[config.mk]
export PLATFORM = sky130hd
export DESIGN_NAME = multi_event_recovery
export DESIGN_NICKNAME = d
export VERILOG_FILES = /design/src/rtl/multi_event_recovery_pkg.sv /design/src/rtl/multi_event_recovery_erc_channel.sv /design/src/rtl/multi_event_recovery.sv
export SDC_FILE = /design/constraint.sdc
export NUM_CORES = 1
export LEC_CHECK = 0
export CAP_MARGIN = 25
export CORE_ASPECT_RATIO = 0.9
export CORE_MARGIN = 2
export CORE_UTILIZATION = 30
export DETAILED_ROUTE_END_ITERATION = 7
export MAX_ROUTING_LAYER = met4
export PLACE_DENSITY = 0.45
export SETUP_SLACK_MARGIN = 0.15
export SYNTH_ARGS = -nofsm -noshare
export SYNTH_HDL_FRONTEND = slang
export SYNTH_HIERARCHICAL = 1
export SYNTH_SLANG_ARGS = --single-unit
[constraint.sdc]
create_clock -name sys_dom_i -period 3.9 [get_ports sys_dom_i]
set_input_delay 0.78 -clock sys_dom_i [delete_from_list [all_inputs] [get_ports sys_dom_i]]
set_output_delay 0.78 -clock sys_dom_i [all_outputs]
set_load 0.02 [all_outputs]
[src/rtl/multi_event_recovery_pkg.sv]
// Shared types for the multi-event recovery block.
//   common_p    : clock-domain bundle (one clock plus async active-low reset).
//   clks_alot_p : recovery modes, pin-pair struct, channel FSM states and
//                 QUAD pin encodings.
package common_p;

  typedef struct packed {
    logic clk;
    logic rst_n;
  } clk_dom;

endpackage

package clks_alot_p;

  typedef enum logic [1:0] {
    SINGLE = 2'd0,
    DIFF   = 2'd1,
    QUAD   = 2'd2
  } recovery_mode_e;

  typedef struct packed {
    logic pos;
    logic neg;
  } recovery_pins_s;

  typedef enum logic [1:0] {
    DISABLED = 2'd0,
    ACQUIRE  = 2'd1,
    TRACK    = 2'd2,
    FAULT    = 2'd3
  } chan_state_e;

  // QUAD {pos,neg} encodings, meaning given for polarity_select = 1
  localparam logic [1:0] QUAD_HIGH    = 2'b10;
  localparam logic [1:0] QUAD_LOW     = 2'b01;
  localparam logic [1:0] QUAD_IDLE    = 2'b00;
  localparam logic [1:0] QUAD_INVALID = 2'b11;

endpackage

[src/rtl/multi_event_recovery_erc_channel.sv]
// erc_channel: one recovery channel -- pin decode, consecutive-sample filter,
// DISABLED/ACQUIRE/TRACK/FAULT FSM and stall counter.
// Ports:
//   clk, rst_n     clock, asynchronous active-low reset
//   en             channel enable
//   polarity       1 = pos pin primary, 0 = neg pin primary
//   mode           SINGLE / DIFF / QUAD
//   pins           synchronised pin pair
//   stall_limit    stall threshold, 0 disables stall detection
//   fault_clear    fault acknowledge
//   rise/fall/edge_evt  registered single-cycle committed-edge pulses
//   fault          pin-integrity fault level (channel in FAULT)
//   stalled        stall level (TRACK only)
module erc_channel
  import clks_alot_p::*;
#(
  parameter int unsigned FILTER_CYCLES = 2,
  parameter int unsigned TIMEOUT_W     = 16
) (
  input  logic                 clk,
  input  logic                 rst_n,
  input  logic                 en,
  input  logic                 polarity,
  input  recovery_mode_e       mode,
  input  recovery_pins_s       pins,
  input  logic [TIMEOUT_W-1:0] stall_limit,
  input  logic                 fault_clear,
  output logic                 rise,
  output logic                 fall,
  output logic                 edge_evt,
  output logic                 fault,
  output logic                 stalled
);

  localparam logic [3:0] FC = 4'(FILTER_CYCLES);

  chan_state_e          state;
  recovery_mode_e       prev_mode;
  logic                 prev_pol;
  logic                 level;
  logic                 cand;
  logic [3:0]           match_cnt;
  logic [3:0]           inv_cnt;
  logic [TIMEOUT_W-1:0] stall_cnt;

  logic       smp_level;
  logic       smp_valid;
  logic       smp_idle;
  logic       mode_change;
  logic       differs;
  logic [3:0] cnt_inc;

  always_comb begin
    smp_level = polarity ? pins.pos : pins.neg;
    smp_valid = 1'b1;
    smp_idle  = 1'b0;
    unique case (mode)
      DIFF: smp_valid = (pins.pos != pins.neg);
      QUAD: begin
        case ({pins.pos, pins.neg})
          QUAD_HIGH: smp_level = polarity;
          QUAD_LOW:  smp_level = !polarity;
          QUAD_IDLE: smp_idle  = 1'b1;
          default:   smp_valid = 1'b0;
        endcase
      end
      default: ;
    endcase
  end

  assign mode_change = (mode != prev_mode) || (polarity != prev_pol);
  // ACQUIRE has no committed level yet, so every valid sample is a candidate
  assign differs     = (state == ACQUIRE) || (smp_level != level);
  assign cnt_inc     = ((match_cnt != 4'd0) && (smp_level == cand)) ? match_cnt + 4'd1 : 4'd1;

  always_ff @(posedge clk or negedge rst_n) begin
    if (!rst_n) begin
      state     <= DISABLED;
      prev_mode <= SINGLE;
      prev_pol  <= 1'b0;
      level     <= 1'b0;
      cand      <= 1'b0;
      match_cnt <= '0;
      inv_cnt   <= '0;
      stall_cnt <= '0;
      rise      <= 1'b0;
      fall      <= 1'b0;
      edge_evt  <= 1'b0;
    end else begin
      prev_mode <= mode;
      prev_pol  <= polarity;
      rise      <= 1'b0;
      fall      <= 1'b0;
      edge_evt  <= 1'b0;
      if (!en) begin
        state     <= DISABLED;
        level     <= 1'b0;
        cand      <= 1'b0;
        match_cnt <= '0;
        inv_cnt   <= '0;
        stall_cnt <= '0;
      end else if (state == DISABLED || mode_change) begin
        state     <= ACQUIRE;
        match_cnt <= '0;
        inv_cnt   <= '0;
        stall_cnt <= '0;
      end else if (state == FAULT) begin
        if (fault_clear) begin
          state     <= ACQUIRE;
          match_cnt <= '0;
          inv_cnt   <= '0;
        end
      end else begin
        if (state == TRACK && stall_cnt != '1) begin
          stall_cnt <= stall_cnt + 1'b1;
        end
        if (!smp_valid) begin
          // invalid samples hold the match count but accumulate toward FAULT
          if (inv_cnt + 4'd1 == FC) begin
            state     <= FAULT;
            match_cnt <= '0;
            inv_cnt   <= '0;
            stall_cnt <= '0;
          end else begin
            inv_cnt <= inv_cnt + 4'd1;
          end
        end else begin
          inv_cnt <= '0;
          if (smp_idle) begin
            match_cnt <= '0;
            stall_cnt <= '0;
          end else if (!differs) begin
            match_cnt <= '0;
          end else if (cnt_inc == FC) begin
            level     <= smp_level;
            match_cnt <= '0;
            stall_cnt <= '0;
            if (state == TRACK) begin
              rise     <= smp_level;
              fall     <= !smp_level;
              edge_evt <= 1'b1;
            end else begin
              state <= TRACK;
            end
          end else begin
            match_cnt <= cnt_inc;
            cand      <= smp_level;
          end
        end
      end
    end
  end

  assign fault   = (state == FAULT);
  assign stalled = (state == TRACK) && (stall_limit != '0) && (stall_cnt >= stall_limit);

endmodule

[src/rtl/multi_event_recovery.sv]
// multi_event_recovery: CHANNELS independent edge-recovery channels sharing
// one clock domain. Reset assertion is asynchronous, release is synchronised.
// Ports:
//   sys_dom_i          clock + async active-low reset bundle
//   recovery_en_i      per-channel enable
//   polarity_select_i  per-channel primary pin select (1 = pos)
//   recovery_mode_i    per-channel SINGLE/DIFF/QUAD
//   io_clk_i           per-channel synchronised pin pairs
//   stall_limit_i      stall threshold shared by all channels (0 = off)
//   fault_clear_i      per-channel fault acknowledge
//   rise_o/fall_o/edge_o  committed-edge pulses
//   fault_o            per-channel fault level
//   stalled_o          per-channel stall level
module multi_event_recovery
  import clks_alot_p::*;
#(
  parameter int unsigned CHANNELS      = 4,
  parameter int unsigned FILTER_CYCLES = 2,
  parameter int unsigned TIMEOUT_W     = 16
) (
  input  common_p::clk_dom                sys_dom_i,
  input  logic           [CHANNELS-1:0]   recovery_en_i,
  input  logic           [CHANNELS-1:0]   polarity_select_i,
  input  recovery_mode_e [CHANNELS-1:0]   recovery_mode_i,
  input  recovery_pins_s [CHANNELS-1:0]   io_clk_i,
  input  logic           [TIMEOUT_W-1:0]  stall_limit_i,
  input  logic           [CHANNELS-1:0]   fault_clear_i,
  output logic           [CHANNELS-1:0]   rise_o,
  output logic           [CHANNELS-1:0]   fall_o,
  output logic           [CHANNELS-1:0]   edge_o,
  output logic           [CHANNELS-1:0]   fault_o,
  output logic           [CHANNELS-1:0]   stalled_o
);

  logic       clk;
  logic       rst_async_n;
  logic [1:0] rst_sync;
  logic       rst_n;

  assign clk         = sys_dom_i.clk;
  assign rst_async_n = sys_dom_i.rst_n;

  always_ff @(posedge clk or negedge rst_async_n) begin
    if (!rst_async_n) begin
      rst_sync <= '0;
    end else begin
      rst_sync <= {rst_sync[0], 1'b1};
    end
  end

  assign rst_n = rst_sync[1];

  for (genvar g = 0; g < CHANNELS; g++) begin : g_ch
    erc_channel #(
      .FILTER_CYCLES(FILTER_CYCLES),
      .TIMEOUT_W    (TIMEOUT_W)
    ) u_ch (
      .clk        (clk),
      .rst_n      (rst_n),
      .en         (recovery_en_i[g]),
      .polarity   (polarity_select_i[g]),
      .mode       (recovery_mode_i[g]),
      .pins       (io_clk_i[g]),
      .stall_limit(stall_limit_i),
      .fault_clear(fault_clear_i[g]),
      .rise       (rise_o[g]),
      .fall       (fall_o[g]),
      .edge_evt   (edge_o[g]),
      .fault      (fault_o[g]),
      .stalled    (stalled_o[g])
    );
  end

endmodule

# Yosys cells after proc, flatten, opt, wreduce, memory -nomap -nowiden
# Cells that the tools add are included.
# Widths: inputs -> output; s select.
# word_totals
register_bits,138
input_bits,46
output_inout_bits,20
word_cells,562
# classes
n_mux,316
n_reduce_logical,69
n_eq_ne,116
add_sub_neg,12
order_cmp,4
# ops
operator,count
$mux 16,36
$mux 4,60
$mux 1,172
$mux 2,40
$ne 5x4->1 const B,16
$reduce_and 6->1,12
$add 16x1->16 const B,4
$ge 16x16->1,4
$ne 16x16->1 const B,4
$add 4x1->4 const B,8
$eq 2x2->1 const B,16
$eq 4x2->1 const B,8
$ne 2x2->1 const B,16
$eq 2x1->1 const B,12
$ne 2x1->1 const B,12
$ne 5x1->1 const B,4
$logic_and 1x1->1,16
$logic_not 2->1,8
$ne 4x4->1 const B,4
$pmux 1 s2,8
$reduce_bool 16->1,1
$reduce_bool 4->1,4
$logic_or 1x1->1,12
$ne 1x1->1,12
other kinds (6),28

# Logic depth before layout (Yosys ltp)
# depth
ltp_word,14
ltp_mapped,9
depth_no_buf,9

# By module
# Netlist, hierarchy kept.
# modules_own_cells
module,area_per_inst_um2,cells_each,seq_area_each_um2,instances
erc_channel at g_ch[1].u_ch,2661.3,281,850.8,1
erc_channel at g_ch[0].u_ch,2601.2,283,850.8,1
erc_channel at g_ch[3].u_ch,2377.3,273,850.8,1
erc_channel at g_ch[2].u_ch,2359.8,266,850.8,1
multi_event_recovery,53.8,3,50.0,1

# Least setup slack after synthesis
# Ideal clock, no wire load.
# synth_timing
path_type,input -> output
start,input stall_limit_i[4]
end,output stalled_o[3]
stages,8
arrival_ns,2.295
slack_ns,0.825
cell_sequence,inv_1 ha_1 o2111ai_1 a21oi_1 a211oi_1 o311ai_0 a2111oi_0 nor3_1
# synth_via
elab_chain_len,3
word_cells_on_any_way,4
cone_classes,order compare: 1; reduce/logical: 3
# synth_rtl
element,line,rtl
"start, declared",multi_event_recovery.sv:26,"input logic [TIMEOUT_W-1:0] stall_limit_i,"
"parallel branches: the longest is 2 deep, another holds $ge 16x16->1",n/a,
$logic_and 1x1->1 *,multi_event_recovery_erc_channel.sv:155,assign stalled = (state == TRACK) && (stall_limit != '0) && (stall_cnt >= stall_limit);
"end, declared",multi_event_recovery.sv:32,output logic [CHANNELS-1:0] stalled_o
# Mark *: on every way between the ends.

# Worst setup path after layout
# layout_timing
start,input stall_limit_i[3]
end,output stalled_o[3]
# The elaborated chain is that of the path after synthesis.

==> results_dict.tcl <==
set metrics [dict create \
    status "finished with violations" \
    violations "hold timing" \
    critPathKind "primary input to output pin" \
    synth_area_mm2 0.0101 \
    synthTopCellsByArea "dfrtp_1, ha_1, inv_1, xnor2_1, nand2_1" \
    post-route-util_pct 36.9 \
    synthCells 1106 \
    dieArea_mm2 0.0350 \
    area_growth_pct 20.8 \
    maxCapViolations 0 \
    drt_iter0_drc 432 \
    clk_pin_slew_ns 0.06 \
    required_ns 3.12 \
    hold_slack_ns -0.520 \
    p_per_area_mw_per_mm2 307 \
    grt_pass1_vias 8039 \
    end_kind "output pin" \
    yosysSeqAreaShare_pct 34.3 \
    drive_gt1_share_pct 11.4 \
    rsz0062_at_grt "false" \
    row_count 63 \
    core_mm2 0.0329 \
    cts_tree "built" \
    route.antenna.remaining_nets 0 \
    worstPathArrival_ns 2.87 \
    yosysWarnings 6 \
    clk_latency_ns 0.43 \
    skew_ns 0.0139 \
    first_pass_iters 5 \
    ios 66 \
    power_leakage_uw 0.00543 \
    max_freq_mhz 274 \
    vias 8323 \
    maxSlewHeadroom_pct 42.7 \
    die_w_um 197 \
    yosys.area.top_type "dfrtp_1" \
    finalHoldViolCount 2 \
    startpoint "stall_limit_i[3]" \
    start_kind "primary input" \
    gp_congestion 0.795 \
    peakVddDrop_v 0.000332 \
    fin_area_mm2 0.0121 \
    final_max_slew_viol_count 0 \
    power_uw 3730 \
    ys_ff_latch 138 \
    synth_top_area_share_pct 34.3 \
    synth_cell_types 98 \
    numPortBuffers 64 \
    rr_endpoint "g_ch[2].u_ch/stall_cnt[2]" \
    place_hpwl_um 18500 \
    drt-total-wl_um 24900 \
    worst_slew_pin_slew_ns 0.855 \
    grt_overflow 0 \
    r2r_cells 9 \
    layout.nets 1361 \
    antenna_found_initial 1 \
    wl_per_cell_um 15.1 \
    avgSynthCellArea_um2 9.09 \
    synth_ff_type "dfrtp_1" \
    placed_area_mm2 0.0114 \
    synthArstFlopShare_pct 100 \
    setup_viol 0 \
    holdBufCountCts 0 \
    initial_core_util_pct 30.5 \
    grtUsageTotal_pct 15.6 \
    rrSetupSlack_ns 1.32 \
    timing.rr.start "g_ch[2].u_ch/match_cnt[0]" \
    viasPerCell 5.04 \
    min_period_ns 3.65 \
    syn_nets 1252 \
    drc 0 \
    die_h_um 178 \
    worstPathMaxFanout 2 \
    synth_edf_count 0 \
    period_share_pct 93.5 \
    hold_class "clock port to async pin" \
    grt_max_degree 137 \
    grt_pass1_wl_um 42400 \
]
[routing by layer]
layer | global-route usage, % | part of all wire (%) | up-vias
li1 | - | - | 4217
met1 | 22.4 | 53 | 3985
met2 | 22.2 | 43 | 104
met3 | 3.00 | 3.2 | 17
met4 | 4.42 | 0.95 | 0
met5 | - | 0 | -
[logic make-up after synthesis]
group / synth area share [%]
AO/OA/AOI/OAI: 16.6
multiplexers: 1.67
XOR/XNOR: 6.09
buffers and inverters: 5.72
flip-flops: 34.3
other: 0.0373
AND/OR/NAND/NOR: 23.0
adder cells (fa/ha/maj): 12.6
[placed cells by master, fill, tap and decap left out, types with 39 or more instances in the layout]
cell type	netlist	layout
a21oi_1	41	41
buf_4	2	43
clkdlybuf4s50_1	0	51
dfrtp_1	138	137
ha_1	100	99
inv_1	116	116
nand2_1	85	85
nand3_1	40	40
nor2_1	73	73
nor3_1	45	45
o21ai_0	42	39
xnor2_1	43	43
[area by class of cell]
| type | count | area [um^2] |
|---|---|---|
| fillers | 3380 | 20800 |
| multi-input cells | 830 | 6040 |
| flip-flops and latches | 138 | 3460 |
| repair buffers | 109 | 997 |
| well taps | 422 | 528 |
| clock buffers | 22 | 508 |
| inverters | 116 | 435 |
| clock inverters | 14 | 174 |
| diodes | 1 | 2.50 |
[cells in the mapped netlist (7+ instances only)]
library cell and count:
a211oi_1 24, a21o_1 13, a21oi_1 41, and2_1 10, and3_1 12, clkbuf_1 10
dfrtp_1 138, ha_1 100, inv_1 116, mux2i_1 10, nand2_1 85, nand2b_1 12
nand3_1 40, nand4_1 27, nor2_1 73, nor2b_1 16, nor3_1 45, nor3_2 10
nor3b_1 8, nor4_1 25, o211a_1 7, o21a_1 9, o21ai_0 42, o31ai_1 13
or3_1 8, or4_1 7, xnor2_1 43, xor2_1 25
[metrics by stage]
stage	worst slack, ns	instances	TNS (ns)
2_1_floorplan	0.825	1106	0
3_3_place_gp	-0.571	1615	-1.55
3_5_place_dp	-0.558	1615	-1.54
4_1_cts	0.106	1651	0
5_1_grt	0.165	1652	0
6_report	0.252	1652	0
[power by group]
| group | switching, uW | internal [uW] | total (uW) | leakage [uW] |
|---|---|---|---|---|
| registers | 14.2 | 1450 | 1460 | 0.00188 |
| clock network | 706 | 1140 | 1850 | 0.000321 |
| logic | 252 | 171 | 423 | 0.00323 |
| total | 973 | 2760 | 3730 | 0.00543 |
[sequential cells by signal (all words and copies together) (netlist names)]
name,count
g_ch.u_ch/cand,4
g_ch.u_ch/edge_evt,4
g_ch.u_ch/fall,4
g_ch.u_ch/inv_cnt,16
g_ch.u_ch/level,4
g_ch.u_ch/match_cnt,16
g_ch.u_ch/prev_mode,8
g_ch.u_ch/prev_pol,4
g_ch.u_ch/rise,4
g_ch.u_ch/stall_cnt,64
g_ch.u_ch/state,8
rst_sync,2
[worst max path at each step]
stage | slack (ns) | endpoint | cells after the start
2_1_floorplan | 0.82 | stalled_o[3] | 8
3_3_place_gp | -0.57 | stalled_o[3] | 10
3_5_place_dp | -0.56 | stalled_o[3] | 10
4_1_cts | 0.11 | stalled_o[3] | 11
5_1_grt | 0.16 | stalled_o[3] | 11
6_report | 0.25 | stalled_o[3] | 11
[critical path: stages]
cell           delay [ns]
dlygate4sd2_1        0.31
inv_1                0.07
ha_1                 0.30
o2111ai_1            0.08
a21oi_1              0.07
a211oi_2             0.25
buf_4                0.15
o311ai_0             0.12
a2111oi_0            0.44
nor3_1               0.12
buf_4                0.18
[what timing repair did]
item	CTS	global route
pin swaps	9	5
gates resized for setup	34	8
setup endpoints to repair	4	4
setup buffers	0	0
Note: power is estimated with default switching activity, not from simulation.
